**config.mk**
```make
export PLATFORM = sky130hd
export DESIGN_NAME = rr_arb_lock
export DESIGN_NICKNAME = d
export VERILOG_FILES = /design/src/rtl/rr_arb_lock_pkg.sv /design/src/rtl/rr_arb_lock_pri.sv /design/src/rtl/rr_arb_lock.sv
export SDC_FILE = /design/constraint.sdc
export NUM_CORES = 1
export LEC_CHECK = 0
export CORE_UTILIZATION = 48
export CTS_CLUSTER_DIAMETER = 120
export DETAILED_ROUTE_END_ITERATION = 16
export HOLD_SLACK_MARGIN = 0.12
export PLACE_DENSITY = 0.82
export SLEW_MARGIN = 25
export SYNTH_ARGS = -nofsm -noshare
export SYNTH_HDL_FRONTEND = slang
export SYNTH_HIERARCHICAL = 1
export SYNTH_SLANG_ARGS = --single-unit
```
**constraint.sdc**
```tcl
create_clock -name clk -period 4.4 [get_ports clk]
set_input_delay 0.66 -clock clk [delete_from_list [all_inputs] [get_ports clk]]
set_output_delay 0.66 -clock clk [all_outputs]
set_load 0.005 [all_outputs]
```
**src/rtl/rr_arb_lock_pkg.sv**
```systemverilog
// Shared types and helpers for the packet-locked round-robin arbiter.
package rr_arb_lock_pkg;

  typedef enum logic {
    IDLE = 1'b0,
    BUSY = 1'b1
  } rr_arb_state_t;

  // Widest requester vector the mask helper can describe.
  localparam int unsigned MAX_W = 64;

  // Mask with ones strictly above bit idx; idx == top bit yields all zeros.
  function automatic logic [MAX_W-1:0] above_mask(input int unsigned idx);
    logic [MAX_W-1:0] ones;
    ones = '1;
    return (ones << idx) << 1;
  endfunction

endpackage

```
**src/rtl/rr_arb_lock_pri.sv**
```systemverilog
// Priority selector: one-hot of the lowest (or highest) set request bit.
module pri #(
  parameter int W        = 4,
  parameter bit FROM_LSB = 1'b1
) (
  input  logic [W-1:0] i_req,
  output logic [W-1:0] o_gnt
);

  always_comb begin
    o_gnt = '0;
    if (FROM_LSB) begin
      // Scanning downwards lets the lowest set bit overwrite earlier hits.
      for (int i = W - 1; i >= 0; i--) begin
        if (i_req[i]) begin
          o_gnt    = '0;
          o_gnt[i] = 1'b1;
        end
      end
    end else begin
      for (int i = 0; i < W; i++) begin
        if (i_req[i]) begin
          o_gnt    = '0;
          o_gnt[i] = 1'b1;
        end
      end
    end
  end

endmodule

```
**src/rtl/rr_arb_lock.sv**
```systemverilog
// Round-robin arbiter whose registered grant stays locked until the winner's
// last beat is accepted; a release can hand over to the next winner on the same edge.
module rr_arb_lock
  import rr_arb_lock_pkg::*;
#(
  parameter  int W  = 4,
  localparam int EW = (W > 1) ? $clog2(W) : 1
) (
  input  logic          clk,
  input  logic          arst,
  input  logic [W-1:0]  i_req,
  input  logic [W-1:0]  i_last,
  output logic [W-1:0]  o_gnt,
  output logic [EW-1:0] o_gnt_enc,
  output logic          o_vld,
  input  logic          i_rdy,
  output logic [W-1:0]  o_ack
);

  rr_arb_state_t state_q, state_d;
  logic [W-1:0]  gnt_q, gnt_d;
  logic [W-1:0]  mask_q, mask_d;

  logic [EW-1:0] gnt_enc;
  logic [W-1:0]  rel_mask;
  logic [W-1:0]  sel_req;
  logic [W-1:0]  sel_mask;
  logic [W-1:0]  req_masked;
  logic [W-1:0]  gnt_masked;
  logic [W-1:0]  gnt_unmasked;
  logic [W-1:0]  pick;
  logic          is_release;

  always_comb begin
    gnt_enc = '0;
    for (int i = 0; i < W; i++) begin
      if (gnt_q[i]) gnt_enc = EW'(i);
    end
  end

  assign rel_mask   = W'(above_mask(32'(gnt_enc)));
  assign is_release = (state_q == BUSY) && i_rdy && |(i_last & gnt_q);

  // On release the current winner is excluded and the search starts above it.
  always_comb begin
    if (state_q == BUSY) begin
      sel_req  = i_req & ~gnt_q;
      sel_mask = rel_mask;
    end else begin
      sel_req  = i_req;
      sel_mask = mask_q;
    end
  end

  assign req_masked = sel_req & sel_mask;

  pri #(.W(W), .FROM_LSB(1'b1)) u_pri_masked (
    .i_req (req_masked),
    .o_gnt (gnt_masked)
  );

  pri #(.W(W), .FROM_LSB(1'b1)) u_pri_unmasked (
    .i_req (sel_req),
    .o_gnt (gnt_unmasked)
  );

  assign pick = (|req_masked) ? gnt_masked : gnt_unmasked;

  always_comb begin
    state_d = state_q;
    gnt_d   = gnt_q;
    mask_d  = mask_q;
    case (state_q)
      IDLE: begin
        if (|i_req) begin
          gnt_d   = pick;
          state_d = BUSY;
        end
      end
      BUSY: begin
        if (is_release) begin
          mask_d = rel_mask;
          gnt_d  = pick;
          if (pick == '0) state_d = IDLE;
        end
      end
      default: begin
        state_d = IDLE;
        gnt_d   = '0;
      end
    endcase
  end

  always_ff @(posedge clk or posedge arst) begin
    if (arst) begin
      state_q <= IDLE;
      gnt_q   <= '0;
      mask_q  <= '1;
    end else begin
      state_q <= state_d;
      gnt_q   <= gnt_d;
      mask_q  <= mask_d;
    end
  end

  assign o_gnt     = gnt_q;
  assign o_gnt_enc = gnt_enc;
  assign o_vld     = (state_q == BUSY);
  assign o_ack     = gnt_q & {W{i_rdy}};

  a_gnt_onehot0: assert property (@(posedge clk) disable iff (arst)
    $onehot0(gnt_q));

  a_gnt_locked: assert property (@(posedge clk) disable iff (arst)
    (o_vld && !(i_rdy && i_last[gnt_enc])) |=> $stable(gnt_q));

  a_gnt_in_req: assert property (@(posedge clk) disable iff (arst)
    o_vld |-> ((gnt_q & ~i_req) == '0));

  a_last_known: assert property (@(posedge clk) disable iff (arst)
    o_vld |-> !$isunknown(i_last[gnt_enc]));

endmodule

```
==> results of run 1 <==
[report_power, final]
| group | switching [mW] | internal, mW |
|---|---|---|
| clock network | 0.0302 | 0.0335 |
| registers | 0.0447 | 0.123 |
| logic | 0.118 | 0.199 |
[cells by family after synthesis]
logic type / share of synthesized area
DFF: 0.3206
muxes: 0.1986
AOI/OAI and AO/OA: 0.1202
buffers and inverters: 0.08534
and+or+nand+nor: 0.2753
[per-layer routing]
layer / vias up / part of all wire / global-route usage / wire length [µm]
met3: 2 / 0.072 / 0.02717 / 105
met4: 0 / 0.0055 / 0.07500 / 8
met5: - / 0 / 0 / 0
met1: 262 / 0.49 / 0.2721 / 721
li1: 288 / - / - / -
met2: 19 / 0.43 / 0.3175 / 630
[critical path, delay by kind of cell]
| family | cells | cell delay (ns) |
|---|---|---|
| buffers and inverters | 2 | 1.03 |
| AND/OR/NAND/NOR | 1 | 0.15 |
[layout make-up]
cell class                      count  area [µm²]
Multi-Input combinational cell     51       426.7
Sequential cell                     9       230.2
Clock inverter                      1       5.005
Fill cell                         108       421.7
Clock buffer                        3       22.52
Tap cell                           15       18.77
Timing Repair Buffer               21       210.2
Inverter                            4       15.01
[registers in the layout, indices dropped and copies added (netlist names)]
| register | cells |
|---|---|
| o_gnt | 4 |
| mask_q | 4 |
| o_vld | 1 |
[synthesized netlist by cell type, drive strengths merged (3+ instances only)]
cell,number,area (µm²)
and2b,3,25.03
buf,5,42.53
dfstp,4,105.1
inv,4,15.01
nor2,3,11.26
a21boi,5,37.54
nor4b,3,38.79
mux2,9,112.6
mux2i,3,30.03
dfrtp,5,125.1
and2,4,25.02
[path summary, 6_finish.rpt]
check / end / slack, ns / start / cells after the start
worst max-delay path: o_ack[1] / 1.89 / i_rdy / 3
worst min-delay path: mask_q[3] / 0.46 / mask_q[3] / 2
worst max register to register: o_gnt[1] / 2.15 / o_vld / 5
worst min register to register: mask_q[3] / 0.46 / mask_q[3] / 2
max in group asynchronous: mask_q[1] / 3.43 / arst / 2
min in group asynchronous: o_vld / 0.67 / arst / 2
[through the flow]
step / power, mW / area, µm² / setup WS, ns / hold WS, ns / utilization
after CTS: 0.5539 / 928.4 / 1.883 / 0.4651 / 0.6877
after global routing: 0.5942 / 928.4 / 1.834 / 0.4766 / 0.6877
after global placement: 0.4828 / 900.9 / 1.725 / 0.4513 / 0.6673
final: 0.5497 / 928.4 / 1.893 / 0.4649 / 0.6877
after floorplan: 0.3931 / 718.2 / 2.191 / 0.4446 / -
after detailed placement: 0.4883 / 900.9 / 1.719 / 0.4558 / 0.6673
==> key figures, run 1 <==
Worst setup path
  • WS Path Type: primary input to output pin
  • Crit. End Element: output pin
  • WP data required: 3.74 ns
  • Critical path peak fanout: 6
  • Crit path max-delay cell type: clkdlybuf4s50_1
  • CP Cell Sequence: clkdlybuf4s50_1, and2_1, clkdlybuf4s50_1
  • Largest stage delay, worst path: between 0.5 and 0.6 ns
  • Worst endpoint data arrival time: ~1.9 ns
  • Most frequent CP cell: clkdlybuf4s50_1
  • CP Launch Type: primary input

Timing
  • Unrepaired setup endpoints after global routing: no
  • Worst-Margin Slew: roughly 0.56 ns
  • Fin. max-slew vios: 0
  • Period utilization: 0.5698
  • Final Setup Violations: 0
  • Post-Route Setup TNS: 0 ns
  • F_max: between 300 and 400 MHz
  • Final count of hold timing violations: 0
  • Slew margin rel.: 0.6204
  • Min cycle time layout: 2.507 ns
  • Clock skew: around 0.0022 ns

Synth
  • Ys Warns: 6
  • Top_reg_cell synth: dfrtp_1
  • Post-synth ARST share: 1.000
  • Library cells used by synthesis: 33
  • Synth Instances: 70
  • Mapped Nets: 81
  • Syn_area_per_cell: between 10 and 15 µm²
  • Seq/Total Area, Yosys: 0.3206
  • Mapped cell area: 718.2 µm²
  • Flops & latches, synth: 9
  • Post-synth EDFFs: 0

GRT
  • Overall global routing resource usage: 0.1991
  • Pin count of the biggest net entering global routing: 16
  • Initial antenna violation count: 0
  • Global-route wire length before repair: around 2100 µm
  • Grt ovf: 0
  • Number of global-route vias before repair: between 400 and 500

Power
  • Worst vdd ir: 0.4096 mV
  • Leakage: between 0.4 and 0.5 nW
  • PD cells: slightly below 600 mW/mm²

Floorplan
  • Core area: 0.001350 mm²
  • Initial core utilization: 0.5320
  • # IOs: 22
  • Die ar.: ~0.0017 mm²
  • Die extent in x: about 40 µm
  • Rows: 13
  • Die H: between 40 and 50 µm

Clock tree
  • CTS buffer count: 3
  • Number of H-tree levels: 1
  • Post-CTS resize count: 0
  • Post-CTS Hold Buffers: 0
  • CTS max path bufs: 2
  • Clock Latency Late Sink: roughly 0.26 ns
  • Clock Sinks: 9
  • CTS tree: yes
  • Post-CTS Setup Bufs: 0
  • Root Buffer: clkbuf_4
  • Worst-path clk slew: 0.06 ns

Placement
  • # port buffers: 21
  • Placer congestion estimate: ~0.87
  • DP Cell Count: 100
  • DP HPWL: between 1000 and 1500 µm

Layout
  • Layout cells sized above 1: 0.2360
  • N_diodes: 0
  • Most frequent cells in the layout: clkdlybuf4s50_1, mux2_2, a21boi_0, dfrtp_1
  • Fin cells: 104
  • Most common cell after layout, fill and taps aside: clkdlybuf4s50_1
  • Final net count: around 100
  • Area grow syn2layout: 29.27%

Hold path
  • HP Class: flip-flop to flip-flop

Drt
  • Vias per std cell: approximately 5.5
  • Initial DRC count: 9
  • Detail Route Antenna Nets: 0
  • Pre-antenna DRT Iters: 3
  • DRC: 0
  • WL final: approximately 1500 µm
  • Routed length per instance: ~14 µm
  • Via count: between 500 and 600

Status
  • Run status: complete, no violations

Flow run
  • Max cap viols: 0
Power figures use the tool's default switching activity.
==> inputs of run 2 (changes only) <==
CORE_UTILIZATION = 45   (was 48)
PLACE_DENSITY = 0.77   (was 0.82)
clock period = 2.6 ns   (was 4.4 ns; I/O delays follow)
==> key figures, run 2 (synthesized netlist as in run 1, its figures left out) <==
Placement
  • Placed Area: 924.6 µm² (+2.6%)
  • DP Cell Count: 104 (+4.0%)
  • Post-Place Worst Slack: 0.1877 ns (-1.531 ns)
  • # port buffers: 21 (unchanged)
  • DP HPWL: 1259 µm (+9.6%)
  • Placer congestion estimate: 0.9192 (+5.7%)

Clock tree
  • Post-CTS resize count: 0 (unchanged)
  • CTS max path bufs: 2 (unchanged)
  • Root Buffer: clkbuf_4
  • CTS tree: yes
  • Worst-path clk slew: 0.06 ns (about the same)
  • Clock Latency Late Sink: 0.27 ns (about the same)
  • Post-CTS Setup Bufs: 0 (unchanged)
  • CTS buffer count: 3 (unchanged)
  • Clock Sinks: 9 (unchanged)
  • Post-CTS Hold Buffers: 0 (unchanged)
  • Number of H-tree levels: 1 (unchanged)

Worst setup path
  • Crit path max-delay cell type: dfrtp_1
  • Critical path peak fanout: 15 (+9)
  • Largest stage delay, worst path: 0.57 ns (+0.04 ns)
  • WP data required: 2.75 ns (-0.99 ns)
  • Critical path launch point: o_vld
  • CP Cell Sequence: and2b_1, o21a_1, or4_4, mux2_4, mux2_2
  • CP Depth: 5 (+2)
  • Worst endpoint data arrival time: 2.42 ns (+0.57 ns)
  • CP Launch Type: flip-flop
  • Bufs and invs on worst path: 0 (-2)
  • WS Path Type: flip-flop to flip-flop
  • Critical R2R Capture: o_gnt[1]
  • Slack of the worst reg-to-reg path: 0.33 ns (-1.82 ns)
  • Crit. End Element: flip-flop
  • Top delay family on crit path: simple AND/OR/NAND/NOR gates
  • FF-to-FF Start: o_vld
  • Setup crit end: o_gnt[1]
  • Worst Reg-to-Reg Cells: 5 (unchanged)

Timing
  • Slew margin rel.: 0.6969 (+0.07645)
  • Post-Route Setup TNS: 0 ns (unchanged)
  • Clock skew: 0.003086 ns (+0.0008919 ns)
  • Final Setup Violations: 0 (unchanged)
  • Period utilization: 0.8727
  • Worst-Margin Slew: 0.4547 ns (-0.1096 ns)
  • Min cycle time layout: roughly 2.3 ns
  • Final Worst Setup Slack: 0.3311 ns (-1.562 ns)
  • F_max: about 440 MHz
  • Fin. max-slew vios: 0 (unchanged)
  • Final count of hold timing violations: 0 (unchanged)
  • Unrepaired setup endpoints after global routing: no

Status
  • Run status: complete, no violations

Floorplan
  • Core area: 0.001506 mm² (+12%)
  • # IOs: 22 (unchanged)
  • Die ar.: 0.001760 mm² (+6.3%)
  • Die H: 41.95 µm (+3.1%)
  • Initial core utilization: 0.4767 (-0.05523)
  • Rows: 14 (+1)
  • Die extent in x: 41.95 µm (+3.1%)

Layout
  • Fin cells: 108 (+3.8%)
  • FILL cells: 126 (+17%)
  • Post-route cell area: 950.9 µm² (+2.4%)
  • N_diodes: 0 (unchanged)
  • Most frequent cells in the layout: clkdlybuf4s50_1, mux2_2, a21boi_0, dfrtp_1
  • Area grow syn2layout: 32.40%
  • Most common cell after layout, fill and taps aside: clkdlybuf4s50_1
  • Final net count: 104 (+3.0%)
  • Layout cells sized above 1: 0.2500 (+0.01404)

GRT
  • Global-route wire length before repair: 2746 µm (+29%)
  • Initial antenna violation count: 0 (unchanged)
  • Pin count of the biggest net entering global routing: 16 (unchanged)
  • Number of global-route vias before repair: 583 (+24%)
  • Overall global routing resource usage: 0.2130 (+0.01390)
  • Grt ovf: 0 (unchanged)

Flow run
  • Max cap viols: 0 (unchanged)

Hold path
  • HP Class: primary input to async pin

Drt
  • DRC: 0 (unchanged)
  • Via count: 619 (+8.4%)
  • Vias per std cell: 5.731 (+4.4%)
  • Initial DRC count: 7 (-2)
  • WL final: 1625 µm (+11%)
  • Routed length per instance: 15.05 µm (+6.8%)
  • Detail Route Antenna Nets: 0 (unchanged)
  • Pre-antenna DRT Iters: 4 (+1)

Power
  • Worst vdd ir: 0.5930 mV (+45%)
  • Leakage: 0.4254 nW (+3.1%)
  • PD cells: 1004 mW/mm² (+70%)
## run 2: cell types whose count changed in the layout (fill, tap and decap cells not counted), sizes merged
cell,delta
buf,+3
clkbuf,+1
clkinv,-1
## run 2: worst min path at each step
stage / from / endpoint / slack, ns / cells past startpoint
after floorplan: arst / o_gnt[0] / 0.22 / 1
after CTS: arst / o_gnt[3] / 0.39 / 2
after global placement: mask_q[3] / mask_q[3] / 0.45 / 2
final: arst / o_gnt[3] / 0.38 / 2
after detailed placement: mask_q[3] / mask_q[3] / 0.46 / 2
after global routing: arst / o_gnt[2] / 0.43 / 2
## run 2: per-layer routing
layer  vias to the layer above  share of wire  track usage
met1                       298           0.44       0.2479
met5                         -              0            0
li1                        293              -            -
met4                         0          0.010      0.05806
met3                         3          0.069      0.07391
met2                        25           0.48       0.3688
## run 2: power by group
| part | internal (mW) | leakage (nW) | switching [mW] |
|---|---|---|---|
| clock network | 0.0591 | 0.0150 | 0.0490 |
| registers | 0.209 | 0.104 | 0.0673 |
| logic | 0.349 | 0.307 | 0.220 |
| total | 0.618 | 0.425 | 0.337 |
## run 2: stage by stage
| step | power (mW) | utilization | hold WS (ns) |
|---|---|---|---|
| after detailed placement | 0.8463 | 0.6138 | 0.4559 |
| after global routing | 1.019 | 0.6312 | 0.4281 |
| after CTS | 0.9604 | 0.6312 | 0.3859 |
| after global placement | 0.8342 | 0.6138 | 0.4532 |
| after floorplan | 0.6652 | - | 0.2151 |
| final | 0.9544 | 0.6312 | 0.3848 |
## run 2: area by class of cell
cell class | count | area, µm² | share of cell area
Multi-Input combinational cell | 51 | 426.7 | 0.4487
Tap cell | 16 | 20.02 | 0.02105
Timing Repair Buffer | 24 | 232.7 | 0.2447
Sequential cell | 9 | 230.2 | 0.2421
Inverter | 4 | 15.01 | 0.01579
Clock buffer | 4 | 26.28 | 0.02763
==> inputs of run 3 (changes only) <==
SETUP_SLACK_MARGIN = 0.05   (was default)
==> results of run 3 <==
No change in the layout: final DEF, timing and power equal those of run 2.
